[src/rtl/onehot_phase_seq.sv]
// Purpose: one-hot phase sequencer stepping N_PHASES phases for N_ROUNDS rotations per op.
// Latency: N_PHASES*N_ROUNDS enabled cycles after begin_op; done pulses the cycle after the last advance.
// Backpressure: enable=0 freezes phase and round; begin_op restarts at any time.
//
// Ports:
//   clk        rising-edge clock
//   reset      synchronous active-high reset (highest priority)
//   begin_op   start/restart an operation (aborts a running op without done)
//   enable     advance one phase this cycle, ignored while idle
//   state      one-hot phase, bit i = Qi
//   round      completed rotations in the current op, 0..N_ROUNDS-1
//   busy       operation in progress (always 1 when FREE_RUN=1)
//   last_phase combinational: final phase of the final round while busy
//   done       one-cycle pulse when an op completes
//   err        one-cycle pulse when a non-one-hot state was detected and corrected

module onehot_phase_seq #(
   parameter int N_PHASES = 3,
   parameter int N_ROUNDS = 1,
   parameter int FREE_RUN = 0,
   localparam int RW = (N_ROUNDS > 1) ? $clog2(N_ROUNDS) : 1
) (
   input  logic                clk,
   input  logic                reset,
   input  logic                begin_op,
   input  logic                enable,
   output logic [N_PHASES-1:0] state,
   output logic [RW-1:0]       round,
   output logic                busy,
   output logic                last_phase,
   output logic                done,
   output logic                err
);

   localparam logic [N_PHASES-1:0] Q0    = {{(N_PHASES-1){1'b0}}, 1'b1};
   localparam logic [N_PHASES-1:0] QLAST = {1'b1, {(N_PHASES-1){1'b0}}};
   localparam logic [RW-1:0]       ROUND_LAST = RW'(N_ROUNDS - 1);
   // Idle value of busy: a free-running sequencer never leaves the busy state.
   localparam logic                BUSY_IDLE  = (FREE_RUN != 0);

   logic state_legal;
   logic at_qlast;
   logic final_round;

   // Exactly one bit set: non-zero and clearing the lowest set bit leaves nothing.
   assign state_legal = (state != '0) && ((state & (state - 1'b1)) == '0);
   assign at_qlast    = (state == QLAST);
   assign final_round = (round == ROUND_LAST);
   assign last_phase  = at_qlast && final_round && busy;

   always_ff @(posedge clk) begin
      if (reset) begin
         state <= Q0;
         round <= '0;
         busy  <= BUSY_IDLE;
         done  <= 1'b0;
         err   <= 1'b0;
      end else begin
         done <= 1'b0;
         err  <= 1'b0;
         if (!state_legal) begin
            // Corrupted state: recover to Q0 and drop any op in flight,
            // including a begin_op arriving in the same cycle.
            state <= Q0;
            round <= '0;
            busy  <= BUSY_IDLE;
            err   <= 1'b1;
         end else if (begin_op) begin
            state <= Q0;
            round <= '0;
            busy  <= 1'b1;
         end else if (busy && enable) begin
            // Rotate left; QLAST wraps naturally back to Q0.
            state <= {state[N_PHASES-2:0], state[N_PHASES-1]};
            if (at_qlast) begin
               if (final_round) begin
                  round <= '0;
                  done  <= 1'b1;
                  busy  <= BUSY_IDLE;
               end else begin
                  round <= round + 1'b1;
               end
            end
         end
      end
   end

endmodule

[config.mk]
export PLATFORM = sky130hd
export DESIGN_NAME = onehot_phase_seq
export DESIGN_NICKNAME = d
export VERILOG_FILES = /design/src/rtl/onehot_phase_seq.sv
export SDC_FILE = /design/constraint.sdc
export NUM_CORES = 1
export LEC_CHECK = 0
export BUFFER_PORTS_ARGS = -buffer_cell sky130_fd_sc_hd__buf_2
export CAP_MARGIN = 5
export CORE_AREA = 2 2 39 41
export CTS_CLUSTER_DIAMETER = 120
export CTS_CLUSTER_SIZE = 30
export DETAILED_ROUTE_END_ITERATION = 16
export DIE_AREA = 0 0 41 43
export GPL_ROUTABILITY_DRIVEN = 0
export HOLD_SLACK_MARGIN = 0.02
export PLACE_DENSITY = 0.47
export SYNTH_ARGS = -nofsm -noshare
export SYNTH_HDL_FRONTEND = slang
export SYNTH_SLANG_ARGS = --single-unit
[constraint.sdc]
create_clock -name clk -period 3 [get_ports clk]
set_input_delay 0.6 -clock clk [delete_from_list [all_inputs] [get_ports clk]]
set_output_delay 0.6 -clock clk [all_outputs]
set_load 0.1 [all_outputs]
* After elaboration in Yosys (flattened, before gate mapping) *
Cells that the tools add are included.

storage, ports and cells
  input bits = 4
  output and inout bits = 8
  word-level logic and storage cells = 34
  register bits = 7

operators by class
  multiplexer cells = 7
  add/subtract/negate cells = 2
  bitwise operators = 5
  equality and inequality tests = 2
  reductions and logical operators = 13

operators by type and width
  kind                                               count
  two-way mux 1 bit                                  7
  OR reduction 5 bit                                 1
  logical AND 1 bit                                  4
  inverter 1 bit                                     4
  nonzero test 2 bit                                 2
  bitwise AND 3 bit                                  1
  == test 3 bit (second input constant)              1
  zero test 3 bit                                    1
  AND reduction 3 bit                                1
  nonzero test 3 bit                                 1
  OR reduction 3 bit                                 1
  subtractor 3 x 1 -> 3 bit (second input constant)  1
  != test 2 x 1 -> 1 bit (second input constant)     1
  AND reduction 2 bit                                1
  OR reduction 2 bit                                 1
  adder 1 bit (second input constant)                1

* Depth between registers and ports, before layout *
Gate-level depths: netlist of the first run.

  depth after elaboration = 6
  depth in mapped cells = 3
  depth with buffers taken out = 3

* Worst setup path after synthesis of the first run *
OpenSTA, ideal clock, no wires.

  kind = register -> output
  start point = register state[2]
  end point = output port last_phase
  data arrival time = 1781 ps
  required time = 2400 ps
  buffers on the path = 0
  cell stages (with the launch flop) = 2
  slack = 619 ps
  cell sequence = dfxtp_1 and4bb_2

on the way
  word-level cells in the longest chain between the ends = 3

ends and longest elaborated chain
  element                          RTL line  RTL
  start, declared                  27        output logic [N_PHASES-1:0] state,
  start signal, assigned           74        state <= {state[N_PHASES-2:0], state[N_PHASES-1]};
  == test 3 bit                    47        assign at_qlast = (state == QLAST);
  logical AND 1 bit (2 in series)  49        assign last_phase = at_qlast && final_round && busy;
  end, declared                    30        output logic last_phase,

Every way passes these cells.

* Worst setup path in the final report of the first run *
Ends and elaborated chain as after synthesis.

==> flow_metrics.env, run 1 <==
export IMPL_start_util_pct=18.9
export IMPL_fmaxAchievable_mhz=509
export IMPL_io_pins=12
export IMPL_cts_hold_buf=0
export IMPL_grt_overflow_total=0
export IMPL_synth_top_cell_area_share_pct=45.9
export IMPL_synthCells=29
export IMPL_row_count=14
export IMPL_hold_path_startpoint="busy"
export IMPL_p_per_area_nw_per_um2=573
export IMPL_coreArea_sq_um=1380
export IMPL_p_leak_nw=0.154
export IMPL_final_hold_violation_count=0
export IMPL_dr_total_vias=244
export IMPL_startpoint_type="register"
export IMPL_clock_path_buffers=2
export IMPL_clock_sinks=6
export IMPL_netlist_top_cells_count="dfxtp_1 (6), nand2_1 (4), a21oi_1 (3)"
export IMPL_dpl_worst_slack_ns=1.30
export IMPL_synth_xor_area_share_pct=3.35
export IMPL_p_total_mw=0.199
export IMPL_ys_warn_count=0
export IMPL_yosysUniqueCellTypes=16
export IMPL_holdPathEnd="state[1]"
export IMPL_reg2regPathDepth=3
export IMPL_ys_ff_latch=6
export IMPL_grtUsageTotal_pct=7.44
export IMPL_period_share_pct=65.4
export IMPL_cts_buffers=3
export IMPL_vias_per_cell=4.28
export IMPL_hold_path_class="reg2reg"
export IMPL_wirelength_um=595
export IMPL_synth_edf_count=0
export IMPL_syn_nets=33
export IMPL_synthSimpleGateAreaFrac_pct=28.7
export IMPL_setup_slack_ns=1.04
export IMPL_worst_setup_path_end_kind="output port"
export IMPL_post_route_util_pct=25.0
export IMPL_dp_cells=54
export IMPL_worstPathArrival_ns=1.36
export IMPL_synth_compound_area_share_pct=17.7
export IMPL_final_instance_count_excl_fill=57
export IMPL_grt_max_degree=9
export IMPL_setup_violations=0
export IMPL_synth_most_common_cell="dfxtp_1"
export IMPL_setup_tns_ns=0
export IMPL_die_area_sq_um=1760
export IMPL_synth_area_leaders="dfxtp_1 (46%), a21oi_1 (5.7%), nand2_1 (5.7%)"
export IMPL_root_buffer="clkbuf_4"
export IMPL_status="finished clean"
export IMPL_h_tree_depth=1
export IMPL_drive_gt1_share_pct=39.0
export IMPL_worstReg2RegStart="state[1]"
export IMPL_wire_per_inst_um=10.4
export IMPL_maxCapViolCount=0
export IMPL_die_w_um=41
export IMPL_antenna_found_initial=0
export IMPL_skew_ns=0.00408
export IMPL_clk_latency_ns=0.24
export IMPL_synth_top_family_by_area="simple AND/OR/NAND/NOR gates"
export IMPL_post_cts_setup_buffers=0
export IMPL_required_ns=2.40
export IMPL_async_flop_share_pct=0
export IMPL_syn_area_sq_um=262
export IMPL_rsz0062_at_grt="no"
export IMPL_muxShareOfSynthArea_pct=0
export IMPL_firstDrtPassIters=4
export IMPL_path_class="reg2out"
export IMPL_drv_slew=0
export IMPL_clk_transition_reported_paths_ns=0.05
export IMPL_r2r_end="state[0]"
export IMPL_min_period_ns=1.96
export IMPL_rrSetupSlack_ns=1.81
export IMPL_grt_pass1_vias=203
export IMPL_vdd_drop_max_mv=0.164
export IMPL_path_max_fanout=7
export IMPL_synth_ff_type="dfxtp_1"
export IMPL_ys_seq_area_share_pct=45.9
export IMPL_synth_top_area_cell="dfxtp_1"
export IMPL_postRouteAntennaNets=0
export IMPL_route_detailed_drc=0
export IMPL_hold_path_depth=2
export IMPL_area_growth_pct=32.5
export IMPL_drtIter0Drc=12
export IMPL_n_antenna_cell=0
export IMPL_port_buffers=10
export IMPL_grt_pass1_wl_um=814
export IMPL_cts_tree="yes"
export IMPL_synthAdderAreaFrac_pct=0
export IMPL_die_h_um=43
export IMPL_postSynthAreaPerCell_sq_um=9.02
export IMPL_dp_hpwl_um=431
export IMPL_cts_repair_resize_count=0
export IMPL_fin_nets=47
[state kept, by name, summed over array words and instances, names as in the netlist]
signal  cells
busy        1
done        1
err         1
state       3
[worst max-delay path by stage]
stage / start / to / cells after the start
after floorplan: state[2] / last_phase / 1
after global placement: state[2] / last_phase / 2
after detailed placement: state[2] / last_phase / 2
after CTS: state[2] / last_phase / 2
after global routing: state[2] / last_phase / 2
final: state[2] / last_phase / 2
[layer usage]
| metal | part of all wire [%] | wire (um) | global-route usage, % | up-vias |
|---|---|---|---|---|
| met4 | 0.67 | 4 | 6.00 | 0 |
| met3 | 11 | 67 | 5.24 | 2 |
| li1 | - | - | - | 128 |
| met2 | 37 | 221 | 9.06 | 11 |
| met5 | 0 | 0 | 0 | - |
| met1 | 51 | 302 | 8.41 | 103 |
[layout make-up]
class / count / area, sq um
repair buffers: 10 / 50.0
multi-input cells: 22 / 134
well taps: 16 / 20.0
fillers: 155 / 1040
flip-flops and latches: 6 / 120
clock buffers: 3 / 22.5
[cells in the final DEF (no fill, tap or decap)]
| cell | n |
|---|---|
| dfxtp_1 | 6 |
| a211o_1 | 1 |
| buf_2 | 10 |
| xor2_1 | 1 |
| nor2b_1 | 1 |
| and4bb_2 | 1 |
| and3_2 | 1 |
| clkbuf_4 | 3 |
| nand2_1 | 4 |
| o21ai_0 | 2 |
| nand4bb_1 | 1 |
| nor3_1 | 1 |
| nor2_1 | 2 |
| nand3_1 | 2 |
| conb_1 | 1 |
| a21oi_1 | 3 |
| o211ai_2 | 1 |
[cells by family after synthesis]
logic type,Yosys count
buffers and inverters,1
XOR/XNOR,1
other,1
flip-flops,6
AO/OA/AOI/OAI,7
AND/OR/NAND/NOR,13
[power breakdown]
| group | internal, mW | switching, mW | leakage, nW |
|---|---|---|---|
| clock network | 0.0454 | 0.0304 | 0.0138 |
| logic | 0.00644 | 0.0306 | 0.0918 |
| registers | 0.0825 | 0.00352 | 0.0488 |
| total | 0.134 | 0.0645 | 0.154 |
[worst max-delay path, cell delays in order, from the launching register on]
cell and delay, ns:
dfxtp_1 0.43, and4bb_2 0.26, buf_2 0.42
[per-stage QoR]
| step | hold WS (ns) | cell area (sq um) |
|---|---|---|
| after CTS | 0.534 | 347 |
| after global placement | 0.527 | 324 |
| after global routing | 0.545 | 347 |
| after floorplan | 0.672 | 262 |
| after detailed placement | 0.531 | 324 |
| final | 0.542 | 347 |
(Power assumes the default switching activity.)
==> inputs of run 2 (changes only) <==
Clock period 3 ns to 1.9 ns, I/O delays scaled along.
==> run 2 against run 1 <==
Non-clock buffer count did not move. Critical path type unchanged. Largest power group unchanged. Worst hold slack got worse by 0.21 ns. Largest cell class unchanged. Global-route usage is 0.78 points higher. Final area grew 1.4%.
==> flow_metrics.env, run 2 (synthesis results as in run 1) <==
export IMPL_drive_gt1_share_pct=48.8
export IMPL_grt_pass1_wl_um=917
export IMPL_cts_buffers=3
export IMPL_regArea_sq_um=125
export IMPL_final_hold_violation_count=0
export IMPL_multiInputGateArea_sq_um=134
export IMPL_mostFrequentLayoutCells="buf_2 (10), nand2_1 (4), dfxtp_2 (4)"
export IMPL_largest_reg_flops=3
export IMPL_wl_met2_um=234
export IMPL_cp_cell_sequence="and4bb_2 > buf_2"
export IMPL_rrSetupSlack_ns=0.77
export IMPL_dr_wl_met3_um=71
export IMPL_postRouteAntennaNets=0
export IMPL_nFillCells=159
export IMPL_clock_sinks=6
export IMPL_path_max_fanout=7
export IMPL_grt_overflow_total=0
export IMPL_n_antenna_cell=0
export IMPL_setup_slack_ns=0.205
export IMPL_worstPathArrival_ns=1.31
export IMPL_dpl_worst_slack_ns=0.462
export IMPL_period_share_pct=89.2
export IMPL_top_register="state"
export IMPL_r2r_end="state[0]"
export IMPL_top_layer="met3"
export IMPL_cts_repair_resize_count=0
export IMPL_required_ns=1.52
export IMPL_wirelength_um=576
export IMPL_dr_total_vias=251
export IMPL_fmaxAchievable_mhz=590
export IMPL_grtUsageTotal_pct=8.22
export IMPL_wire_per_inst_um=10.1
export IMPL_cts_hold_buf=0
export IMPL_worstReg2RegStart="state[2]"
export IMPL_area_growth_pct=34.4
export IMPL_clock_path_buffers=2
export IMPL_coreArea_sq_um=1380
export IMPL_io_pins=12
export IMPL_firstDrtPassIters=4
export IMPL_route_detailed_drc=0
export IMPL_vias_per_cell=4.40
export IMPL_row_count=14
export IMPL_die_h_um=43
export IMPL_port_buffers=10
export IMPL_min_period_ns=1.69
export IMPL_post_cts_setup_buffers=0
export IMPL_setup_violations=0
export IMPL_crit_buf_inv=1
export IMPL_rsz0062_at_grt="no"
export IMPL_startpoint_type="register"
export IMPL_holdPathEnd="busy"
export IMPL_p_leak_nw=0.155
export IMPL_grt_max_degree=9
export IMPL_met1_length_um=269
export IMPL_hold_path_class="in2reg"
export IMPL_root_buffer="clkbuf_4"
export IMPL_die_w_um=41
export IMPL_reg2regPathDepth=3
export IMPL_die_area_sq_um=1760
export IMPL_start_util_pct=18.9
export IMPL_skew_ns=0.00231
export IMPL_p_per_area_nw_per_um2=895
export IMPL_crit_slowest_cell="buf_2"
export IMPL_final_common_cell="buf_2"
export IMPL_clk_transition_reported_paths_ns=0.05
export IMPL_cp_slowest_stage_delay_ns=0.42
export IMPL_hold_path_depth=2
export IMPL_drv_slew=0
export IMPL_hold_path_startpoint="reset"
export IMPL_drtIter0Drc=5
export IMPL_setup_tns_ns=0
export IMPL_clk_latency_ns=0.24
export IMPL_critPathTopFamily="buffers and inverters"
export IMPL_maxCapViolCount=0
export IMPL_h_tree_depth=1
export IMPL_fin_nets=47
export IMPL_antenna_found_initial=0
export IMPL_cts_tree="yes"
export IMPL_status="finished clean"
export IMPL_worst_setup_path_end_kind="output port"
export IMPL_vdd_drop_max_mv=0.307
export IMPL_grt_pass1_vias=244
export IMPL_path_class="reg2out"
==> run 2: cell counts in the layout (fill, tap and decap cells not counted) <==
No cell type changed its count.
==> run 2: layout make-up <==
type,instances,share of cell area (%)
clock buffers,3,6.41
multi-input cells,22,38.1
flip-flops and latches,6,35.6
well taps,16,5.69
repair buffers,10,14.2
==> run 2: how the worst max path moves through the flow <==
| stage | from | to | slack [ns] | depth (start not counted) |
|---|---|---|---|---|
| after global routing | state[1] | last_phase | 0.15 | 2 |
| after floorplan | state[2] | last_phase | 0.12 | 1 |
| final | state[1] | last_phase | 0.21 | 2 |
| after detailed placement | state[1] | last_phase | 0.46 | 2 |
| after global placement | state[1] | last_phase | 0.47 | 2 |
| after CTS | state[1] | last_phase | 0.20 | 2 |
==> run 2: report_power, final <==
group | total (mW) | internal (mW) | switching [mW]
Combinational | 0.0581 | 0.0102 | 0.0479
Clock | 0.120 | 0.0716 | 0.0484
Sequential | 0.136 | 0.131 | 0.00546
==> run 2: per-layer routing <==
metal  up-vias  global-route usage (%)
li1        128                       -
met1       110                    8.33
met2        13                    10.9
met3         0                    7.85
met4         0                    4.00
met5         -                       0
==> run 2: stage by stage <==
stage | cell area [sq um] | power, mW | hold slack, ns | instances | util, %
floorplan | 267 | 0.187 | 0.452 | 29 | -
global placement | 329 | 0.197 | 0.495 | 54 | 23.8
detailed placement | 329 | 0.197 | 0.495 | 54 | 23.8
CTS | 352 | 0.319 | 0.323 | 57 | 25.4
global route | 352 | 0.331 | 0.322 | 57 | 25.4
finish | 352 | 0.315 | 0.329 | 57 | 25.4
==> inputs of run 3 (changes only) <==
Settings changed: PLACE_DENSITY 0.47 to default.
==> run 3 against run 2 <==
Total power is 0.25% higher. Final cell count stayed put. Count of clock-buffer cells in the layout stayed put. Via count is 1.2% lower. First-iteration DRC count stayed put. Critical path type unchanged. Largest power group unchanged.
==> flow_metrics.env, run 3 (synthesis results as in run 1) <==
export IMPL_io_pins=12
export IMPL_rrSetupSlack_ns=0.77
export IMPL_p_total_mw=0.315
export IMPL_grt_pass1_wl_um=924
export IMPL_route_detailed_drc=0
export IMPL_cp_endpoint="last_phase"
export IMPL_largest_reg_flops=3
export IMPL_coreArea_sq_um=1380
export IMPL_vdd_drop_max_mv=0.180
export IMPL_required_ns=1.52
export IMPL_row_count=14
export IMPL_path_max_fanout=8
export IMPL_met1_length_um=261
export IMPL_worst_setup_path_end_kind="output port"
export IMPL_port_buffers=10
export IMPL_n_antenna_cell=0
export IMPL_start_util_pct=18.9
export IMPL_top_register="state"
export IMPL_antenna_found_initial=0
export IMPL_postRouteAntennaNets=0
export IMPL_period_share_pct=89.5
export IMPL_grt_max_degree=9
export IMPL_drtIter0Drc=5
export IMPL_wirelength_um=589
export IMPL_worstPathArrival_ns=1.32
export IMPL_grt_pass1_vias=240
export IMPL_r2r_end="state[0]"
export IMPL_top_layer="met4"
export IMPL_mostFrequentLayoutCells="buf_2 (10), nand2_1 (4), dfxtp_2 (4)"
export IMPL_final_area_sq_um=352
export IMPL_fin_nets=47
export IMPL_dr_total_vias=248
export IMPL_final_hold_violation_count=0
export IMPL_p_leak_nw=0.155
export IMPL_timing_hold_ws_ns=0.318
export IMPL_setup_tns_ns=0
export IMPL_area_growth_pct=34.4
export IMPL_setup_violations=0
export IMPL_reg2regPathDepth=3
export IMPL_hold_path_class="in2reg"
export IMPL_maxCapViolCount=0
export IMPL_drive_gt1_share_pct=48.8
export IMPL_cts_tree="yes"
export IMPL_status="finished clean"
export IMPL_startpoint_type="register"
export IMPL_grtUsageTotal_pct=8.32
export IMPL_grt_overflow_total=0
export IMPL_root_buffer="clkbuf_4"
export IMPL_rsz0062_at_grt="no"
export IMPL_drv_slew=0
export IMPL_skew_ns=0.00402
export IMPL_p_per_area_nw_per_um2=897
export IMPL_final_common_cell="buf_2"
export IMPL_h_tree_depth=1
export IMPL_die_h_um=43
export IMPL_post_route_util_pct=25.4
export IMPL_clk_latency_ns=0.25
export IMPL_wl_met2_um=253
export IMPL_fmaxAchievable_mhz=588
export IMPL_min_period_ns=1.70
export IMPL_wire_per_inst_um=10.3
export IMPL_vias_per_cell=4.35
export IMPL_cts_repair_resize_count=0
export IMPL_clock_sinks=6
export IMPL_dr_wl_met3_um=53
export IMPL_clock_path_buffers=2
export IMPL_cts_buffers=3
export IMPL_place_area_sq_um=329
export IMPL_cts_hold_buf=0
export IMPL_die_w_um=41
export IMPL_firstDrtPassIters=4
export IMPL_crit_start="state[0]"
export IMPL_clk_transition_reported_paths_ns=0.05
export IMPL_path_class="reg2out"
export IMPL_die_area_sq_um=1760
export IMPL_worstReg2RegStart="state[2]"
export IMPL_post_cts_setup_buffers=0
[run 3: cell counts in the layout (fill, tap and decap cells not counted)]
Identical to the previous run, type by type.
[run 3: stage by stage]
stage	std cells	setup slack [ns]
global route	57	0.150
finish	57	0.199
CTS	57	0.187
global placement	54	0.462
floorplan	29	0.123
detailed placement	54	0.461
[run 3: layout make-up]
| cell class | count | area, sq um |
|---|---|---|
| clock buffer | 3 | 22.5 |
| fill | 159 | 1030 |
| multi-input combinational | 22 | 134 |
| sequential | 6 | 125 |
| tap | 16 | 20.0 |
| timing repair buffer | 10 | 50.0 |
[run 3: how the worst min path moves through the flow]
stage	from	end	slack, ns	depth (start not counted)
detailed placement	state[1]	state[1]	0.49	2
finish	reset	err	0.32	2
global route	reset	busy	0.33	2
floorplan	reset	err	0.45	1
global placement	state[1]	state[1]	0.48	2
CTS	reset	err	0.32	2
[run 3: metal layers]
metal,vias to the layer above,GRT usage [%]
li1,125,-
met1,110,8.97
met2,10,10.6
met3,3,4.71
met4,0,8.00
met5,-,0
[run 3: where the power goes]
part / internal, mW / switching, mW / total [mW]
Sequential: 0.131 / 0.00555 / 0.137
Clock: 0.0717 / 0.0491 / 0.121
Combinational: 0.0102 / 0.0479 / 0.0581
[run 3: worst max-delay path: stages, from the launching register on]
cell      delay (ns)
dfxtp_2         0.35
and4bb_2        0.30
buf_2           0.42
